`src/rtl/program_loader.sv`:
```
// Byte-stream program loader: parses load/run frames, writes 32-bit words into the
// processor memories and runs it. Optional run watchdog enabled by LOADER_WATCHDOG_EN.
module program_loader #(
    parameter int ADDR_W = 10
`ifdef LOADER_WATCHDOG_EN
    , parameter int WDT_CYCLES = 4096
`endif
) (
    input  logic              clk,
    input  logic              rst,
    input  logic [7:0]        in_byte,
    input  logic              in_valid,
    output logic              in_ready,
    output logic [31:0]       instr,
    output logic [ADDR_W-1:0] instr_addr,
    output logic              ins_we,
    output logic [31:0]       data,
    output logic [ADDR_W-1:0] data_addr,
    output logic              data_we,
    output logic              proc_rst,
    input  logic              proc_done,
    input  logic [31:0]       proc_out,
    output logic [31:0]       result,
    output logic              result_valid,
    output logic              busy,
    output logic              error
`ifdef LOADER_WATCHDOG_EN
    , output logic            wdt_trip
`endif
);

    typedef enum logic [3:0] {
        ST_HDR = 4'd0, ST_AH  = 4'd1, ST_AL  = 4'd2, ST_CH  = 4'd3, ST_CL  = 4'd4,
        ST_PAY = 4'd5, ST_WR  = 4'd6, ST_RUN = 4'd7, ST_CAP = 4'd8, ST_ERR = 4'd9
    } state_t;

    localparam logic [16:0] MEM_WORDS = 17'(1 << ADDR_W);

    state_t              state_r, state_s;
    logic                cmd_instr_r;
    logic [7:0]          addr_hi_r, cnt_hi_r;
    logic [15:0]         wr_addr_r, words_left_r;
    logic [23:0]         shift_r;
    logic [1:0]          byte_cnt_r;
    logic                run_armed_r;
    logic                in_ready_r, in_ready_s;
    logic                proc_rst_r, proc_rst_s;
    logic                busy_r, busy_s, error_r, error_s;
    logic                ins_we_r, ins_we_s, data_we_r, data_we_s;
    logic [31:0]         instr_r, data_r, result_r;
    logic [ADDR_W-1:0]   instr_addr_r, data_addr_r;
    logic                result_valid_r;
    logic                accept_s;
    logic [15:0]         addr_full_s, cnt_full_s;
    logic [16:0]         end_s;
    logic [31:0]         word_s;
    logic                done_seen_s;
`ifdef LOADER_WATCHDOG_EN
    logic [31:0]         wdt_cnt_r;
    logic                wdt_trip_r, wdt_trip_s;
    logic                wdt_expired_s;
`endif

    assign accept_s    = in_valid && in_ready_r;
    assign addr_full_s = {addr_hi_r, in_byte};
    assign cnt_full_s  = {cnt_hi_r, in_byte};
    assign end_s       = {1'b0, wr_addr_r} + {1'b0, cnt_full_s};
    assign word_s      = {shift_r, in_byte};
    // proc_done on the RUN entry cycle may be stale, so it only counts once armed.
    assign done_seen_s = run_armed_r && proc_done;
`ifdef LOADER_WATCHDOG_EN
    assign wdt_expired_s = (wdt_cnt_r == 32'(WDT_CYCLES - 1));
`endif

    // Next-state logic.
    always_comb begin
        state_s = state_r;
        case (state_r)
            ST_HDR: begin
                if (accept_s) begin
                    case (in_byte)
                        8'h01, 8'h02: state_s = ST_AH;
                        8'h03:        state_s = ST_RUN;
                        default:      state_s = ST_ERR;
                    endcase
                end else begin
                    state_s = ST_HDR;
                end
            end
            ST_AH: begin
                if (accept_s) state_s = ST_AL;
                else          state_s = ST_AH;
            end
            ST_AL: begin
                if (accept_s && ({1'b0, addr_full_s} >= MEM_WORDS)) state_s = ST_ERR;
                else if (accept_s)                                  state_s = ST_CH;
                else                                                state_s = ST_AL;
            end
            ST_CH: begin
                if (accept_s) state_s = ST_CL;
                else          state_s = ST_CH;
            end
            ST_CL: begin
                if (accept_s && (end_s > MEM_WORDS))      state_s = ST_ERR;
                else if (accept_s && cnt_full_s == 16'd0) state_s = ST_HDR;
                else if (accept_s)                        state_s = ST_PAY;
                else                                      state_s = ST_CL;
            end
            ST_PAY: begin
                if (accept_s && byte_cnt_r == 2'd3) state_s = ST_WR;
                else                                state_s = ST_PAY;
            end
            ST_WR: begin
                if (words_left_r == 16'd0) state_s = ST_HDR;
                else                       state_s = ST_PAY;
            end
            ST_RUN: begin
                if (done_seen_s)        state_s = ST_CAP;
`ifdef LOADER_WATCHDOG_EN
                else if (wdt_expired_s) state_s = ST_ERR;
`endif
                else                    state_s = ST_RUN;
            end
            ST_CAP:  state_s = ST_HDR;
            ST_ERR:  state_s = ST_ERR;
            default: state_s = ST_ERR;
        endcase
    end

    // Output decode for the state being entered; registered below.
    always_comb begin
        in_ready_s = (state_s == ST_HDR) || (state_s == ST_AH) || (state_s == ST_AL) ||
                     (state_s == ST_CH)  || (state_s == ST_CL) || (state_s == ST_PAY);
        proc_rst_s = (state_s != ST_RUN);
        busy_s     = (state_s != ST_HDR);
        error_s    = (state_s == ST_ERR);
        ins_we_s   = (state_s == ST_WR) && cmd_instr_r;
        data_we_s  = (state_s == ST_WR) && !cmd_instr_r;
`ifdef LOADER_WATCHDOG_EN
        wdt_trip_s = (state_r == ST_RUN) && (state_s == ST_ERR);
`endif
    end

    // State register and registered control outputs.
    always_ff @(posedge clk) begin
        if (rst) begin
            state_r    <= ST_HDR;
            in_ready_r <= 1'b1;
            proc_rst_r <= 1'b1;
            busy_r     <= 1'b0;
            error_r    <= 1'b0;
            ins_we_r   <= 1'b0;
            data_we_r  <= 1'b0;
`ifdef LOADER_WATCHDOG_EN
            wdt_trip_r <= 1'b0;
`endif
        end else begin
            state_r    <= state_s;
            in_ready_r <= in_ready_s;
            proc_rst_r <= proc_rst_s;
            busy_r     <= busy_s;
            error_r    <= error_s;
            ins_we_r   <= ins_we_s;
            data_we_r  <= data_we_s;
`ifdef LOADER_WATCHDOG_EN
            wdt_trip_r <= wdt_trip_s;
`endif
        end
    end

    // Frame fields, word assembly, write ports and result capture.
    always_ff @(posedge clk) begin
        if (rst) begin
            cmd_instr_r    <= 1'b0;
            addr_hi_r      <= 8'd0;
            cnt_hi_r       <= 8'd0;
            wr_addr_r      <= 16'd0;
            words_left_r   <= 16'd0;
            shift_r        <= 24'd0;
            byte_cnt_r     <= 2'd0;
            run_armed_r    <= 1'b0;
            instr_r        <= 32'd0;
            data_r         <= 32'd0;
            instr_addr_r   <= '0;
            data_addr_r    <= '0;
            result_r       <= 32'd0;
            result_valid_r <= 1'b0;
`ifdef LOADER_WATCHDOG_EN
            wdt_cnt_r      <= 32'd0;
`endif
        end else begin
            case (state_r)
                ST_HDR: begin
                    run_armed_r <= 1'b0;
`ifdef LOADER_WATCHDOG_EN
                    wdt_cnt_r   <= 32'd0;
`endif
                    if (accept_s) cmd_instr_r <= (in_byte == 8'h01);
                    if (state_s == ST_RUN) result_valid_r <= 1'b0;
                end
                ST_AH: if (accept_s) addr_hi_r <= in_byte;
                ST_AL: if (accept_s) wr_addr_r <= addr_full_s;
                ST_CH: if (accept_s) cnt_hi_r <= in_byte;
                ST_CL: begin
                    if (accept_s) begin
                        words_left_r <= cnt_full_s;
                        byte_cnt_r   <= 2'd0;
                    end
                end
                ST_PAY: begin
                    if (accept_s) begin
                        shift_r    <= {shift_r[15:0], in_byte};
                        byte_cnt_r <= byte_cnt_r + 2'd1;
                        if (byte_cnt_r == 2'd3) begin
                            words_left_r <= words_left_r - 16'd1;
                            if (cmd_instr_r) begin
                                instr_r      <= word_s;
                                instr_addr_r <= wr_addr_r[ADDR_W-1:0];
                            end else begin
                                data_r      <= word_s;
                                data_addr_r <= wr_addr_r[ADDR_W-1:0];
                            end
                        end
                    end
                end
                ST_WR: wr_addr_r <= wr_addr_r + 16'd1;
                ST_RUN: begin
                    run_armed_r <= 1'b1;
`ifdef LOADER_WATCHDOG_EN
                    wdt_cnt_r   <= wdt_cnt_r + 32'd1;
`endif
                end
                ST_CAP: begin
                    result_r       <= proc_out;
                    result_valid_r <= 1'b1;
                end
                default: ;
            endcase
        end
    end

    // in_ready and proc_rst also react during the reset cycle itself.
    assign in_ready     = in_ready_r && !rst;
    assign proc_rst     = proc_rst_r || rst;
    assign busy         = busy_r;
    assign error        = error_r;
    assign ins_we       = ins_we_r;
    assign data_we      = data_we_r;
    assign instr        = instr_r;
    assign data         = data_r;
    assign instr_addr   = instr_addr_r;
    assign data_addr    = data_addr_r;
    assign result       = result_r;
    assign result_valid = result_valid_r;
`ifdef LOADER_WATCHDOG_EN
    assign wdt_trip     = wdt_trip_r;
`endif

endmodule

```
`config.mk`:
```
export PLATFORM = sky130hd
export DESIGN_NAME = program_loader
export DESIGN_NICKNAME = d
export VERILOG_FILES = /design/src/rtl/program_loader.sv
export SDC_FILE = /design/constraint.sdc
export NUM_CORES = 1
export LEC_CHECK = 0
export BUFFER_PORTS_ARGS = -buffer_cell sky130_fd_sc_hd__buf_4
export CAP_MARGIN = 25
export CORE_MARGIN = 2
export CORE_UTILIZATION = 53
export CTS_CLUSTER_SIZE = 28
export DETAILED_ROUTE_END_ITERATION = 16
export PLACE_DENSITY_LB_ADDON = 0.15
export SETUP_SLACK_MARGIN = 0.3
export SLEW_MARGIN = 40
export SYNTH_ARGS = -nofsm -noshare
export SYNTH_HDL_FRONTEND = slang
export SYNTH_SLANG_ARGS = --single-unit
export TNS_END_PERCENT = 20
```
`constraint.sdc`:
```
create_clock -name clk -period 4.9 [get_ports clk]
set_clock_uncertainty 0.05 [all_clocks]
set_input_delay 0.735 -clock clk [delete_from_list [all_inputs] [get_ports clk]]
set_output_delay 0.735 -clock clk [all_outputs]
set_load 0.02 [all_outputs]
```
==> metrics.txt <==
detailed placement HPWL 16400 µm; die area between 15000 and 20000 µm²; row cnt 47; number of global-route vias before repair 7620; gr usage total between 20% and 30%; Switching Share a little over a quarter; CTS tree built; top post-synthesis cells by area dfxtp_1 (46%), nand2_1 (14%), a21oi_1 (11%); fmax roughly 0.28 GHz; CP Max Fanout 30; Wirelength per Cell 16.3 µm; share of layout cells above drive strength 1 18.0%; post-CTS setup buffers 0; Root Buffer clkbuf_16; Critical Path RT between 5000 and 6000 ps; Final period util a little over 70%; Vias between 8000 and 9000; max cap viols 0; IO Count between 150 and 200; Post-synth EDFFs 0; synth warn 0; # fillers about 1400; wire length of the first global-routing pass approximately 40000 µm; starting density of the core a little over half; Clock Tree Buf Depth 3; most frequent cell after synthesis nand2_1; worst rel slew slack between 40% and 50%; post-synth cell types 68; Clock Sinks 203; Clk pwr share around two fifths; Syn Nets around 1200; Worst-Margin Slew 804 ps; Nets roughly 1300; post_cts resized 0; CP arrival around 3900 ps; RSZ-0062 raised after global routing false; Finish-stage setup viols 0; Flop pwr share 47.5%; final cell count without fillers roughly 1500; Hold Crit Depth 2; latest clock arrival within the worst-skew pair about 500 ps; ant diodes 0; leakage a little over 4 nW; kind of critical path flop to flop; Pre-antenna DRT Iters 5; Synth Flop Type dfxtp_1; register bit total from synthesis ~200; vias per cell around 5.6; CP endpoint kind flop; Int Pwr roughly 2.7 mW; clock transition at the registers of the reported paths roughly 70 ps; Mapped Area approximately 8900 µm²; fin crit period around 3500 ps; status finished clean; gp weighted congestion 0.891; final wirelength ~25000 µm; Synth top area share between 40% and 50%; Mapped Avg Cell Area roughly 7.7 µm²; Final Hold Vio Count 0; largest net degree at the start of global routing 91; Critical Path Source Type flop; HP Class flop to flop; Post-Route Utilization between 60% and 70%; Post-synth top cells nand2_1 (329), dfxtp_1 (203), a21oi_1 (198), nor2_1 (69), clkbuf_1 (68); PwrDens ~340 nW/µm²; Layout Area Growth over Synthesis 21.7%; Synth Instances 1156; DIE WIDTH around 130 µm; Core ar. 16500 µm²; Max VDD drop 0.000255 V; Synth area leader dfxtp_1; DRC violations left 0; asr flop ratio synth 0%; DRT antenna net count 0; Psw 993 µW; hold buffer count at cts 0; initial antenna violation count 0; Slew Limit Fails 0; CTS buffer count 21; Comb power frac 13.0%; Starting DRT DRC Count 640; setup TNS 0 ps; placed insts around 1500; sequential-to-total area share from yosys stat 45.6%; overflow left after global routing 0; Port Buf Inserts between 150 and 200; reg2reg path depth 9; CTS H-tree depth 1; die height 134 µm
-- worst max-delay path: stages, from the launching register on --
cell,delay [ps]
dfxtp_1,590
nor2b_1,500
nand2_1,520
nor2_2,200
buf_4,320
nand2_1,170
nor2_2,610
buf_12,260
nand2_1,80
a21oi_1,130
-- state kept, by name, indices dropped and copies added (netlist names) --
| register | count |
|---|---|
| addr_hi_r | 8 |
| busy | 1 |
| byte_cnt_r | 2 |
| cmd_instr_r | 1 |
| cnt_hi_r | 8 |
| data | 32 |
| data_addr | 10 |
| data_we | 1 |
| error | 1 |
| in_ready_r | 1 |
| ins_we | 1 |
| instr | 32 |
| instr_addr | 10 |
| proc_rst_r | 1 |
| result | 32 |
| result_valid | 1 |
| run_armed_r | 1 |
| shift_r | 24 |
| state_r | 4 |
| words_left_r | 16 |
| wr_addr_r | 16 |
-- cells in the final DEF, fill, tap and decap left out, types with 4 or more instances in the layout --
master / synthesis / routed
a22oi_1: 4 / 4
nand2_1: 329 / 328
nand3b_1: 5 / 5
and3_1: 10 / 10
mux2i_1: 8 / 8
nand2b_1: 7 / 7
and2_1: 9 / 7
nor2_1: 69 / 67
a31oi_1: 8 / 8
clkbuf_1: 68 / 8
nand3_1: 23 / 22
a21oi_1: 198 / 197
a211oi_1: 11 / 11
buf_4: 0 / 175
xor2_1: 5 / 5
nand4_1: 6 / 6
nor3b_1: 4 / 4
nor3_1: 19 / 19
dfxtp_1: 203 / 203
ha_1: 19 / 19
o21ai_0: 33 / 33
o211ai_1: 4 / 4
a311oi_1: 5 / 5
nor2b_1: 9 / 9
a221oi_1: 4 / 4
nor4_1: 8 / 8
or2_2: 6 / 5
o22ai_1: 4 / 4
inv_1: 9 / 9
clkbuf_16: 0 / 21
-- routing by layer --
metal	part of all wire, %	wire [µm]	up-vias	GRT usage (%)
li1	-	-	4206	-
met1	45	11100	3938	35.8
met2	46	11400	286	43.4
met3	6.1	1500	42	4.15
met4	2.3	573	0	8.63
met5	0	0	-	0
-- power by group through the flow --
stage	registers, mW	clock network, mW	logic, mW
final	1.77	1.47	0.484
after global routing	1.78	1.55	0.531
after CTS	1.77	1.49	0.480
after detailed placement	1.80	0	0.479
after global placement	1.80	0	0.477
after floorplan	1.83	0	0.283
-- per-stage QoR --
stage | setup WS, ps | hold slack (ps) | instance area [µm²] | total power [mW]
2_1_floorplan | 1890 | 383 | 8900 | 2.11
3_3_place_gp | 1260 | 388 | 10200 | 2.28
3_5_place_dp | 1310 | 397 | 10200 | 2.28
4_1_cts | 1410 | 405 | 10800 | 3.74
5_1_grt | 1020 | 418 | 10800 | 3.86
6_report | 1380 | 404 | 10800 | 3.73
-- kinds of logic (layout without fill, tap and decap cells) --
family / count (synthesis) / count (layout) / share of synthesized area, %
and+or+nand+nor: 521 / 521 / 25.7
AOI/OAI and AO/OA: 307 / 307 / 20.1
DFF: 203 / 203 / 45.6
buffers and inverters: 90 / 222 / 4.07
adders and majority gates: 20 / 20 / 2.89
muxes: 9 / 9 / 1.03
xor gates and xnor gates: 6 / 6 / 0.590
-- worst paths after layout --
check | slack [ps] | startpoint | endpoint
worst max-delay path | 1380 | state_r[2] | data_addr[7]
worst min register to register | 400 | instr[30] | instr[30]
worst min-delay path | 400 | instr[30] | instr[30]
worst max register to register | 1380 | state_r[2] | data_addr[7]
-- layout make-up --
class                      instances  area, µm²  area share, %
multi-input combinational        863       4500           41.5
sequential                       203       4060           37.5
timing repair buffer             177       1350           12.4
clock buffer                      32        597           5.51
tap                              220        275           2.54
inverter                           9       33.8          0.312
clock inverter                     4       23.8          0.219
(Power assumes the default switching activity.)
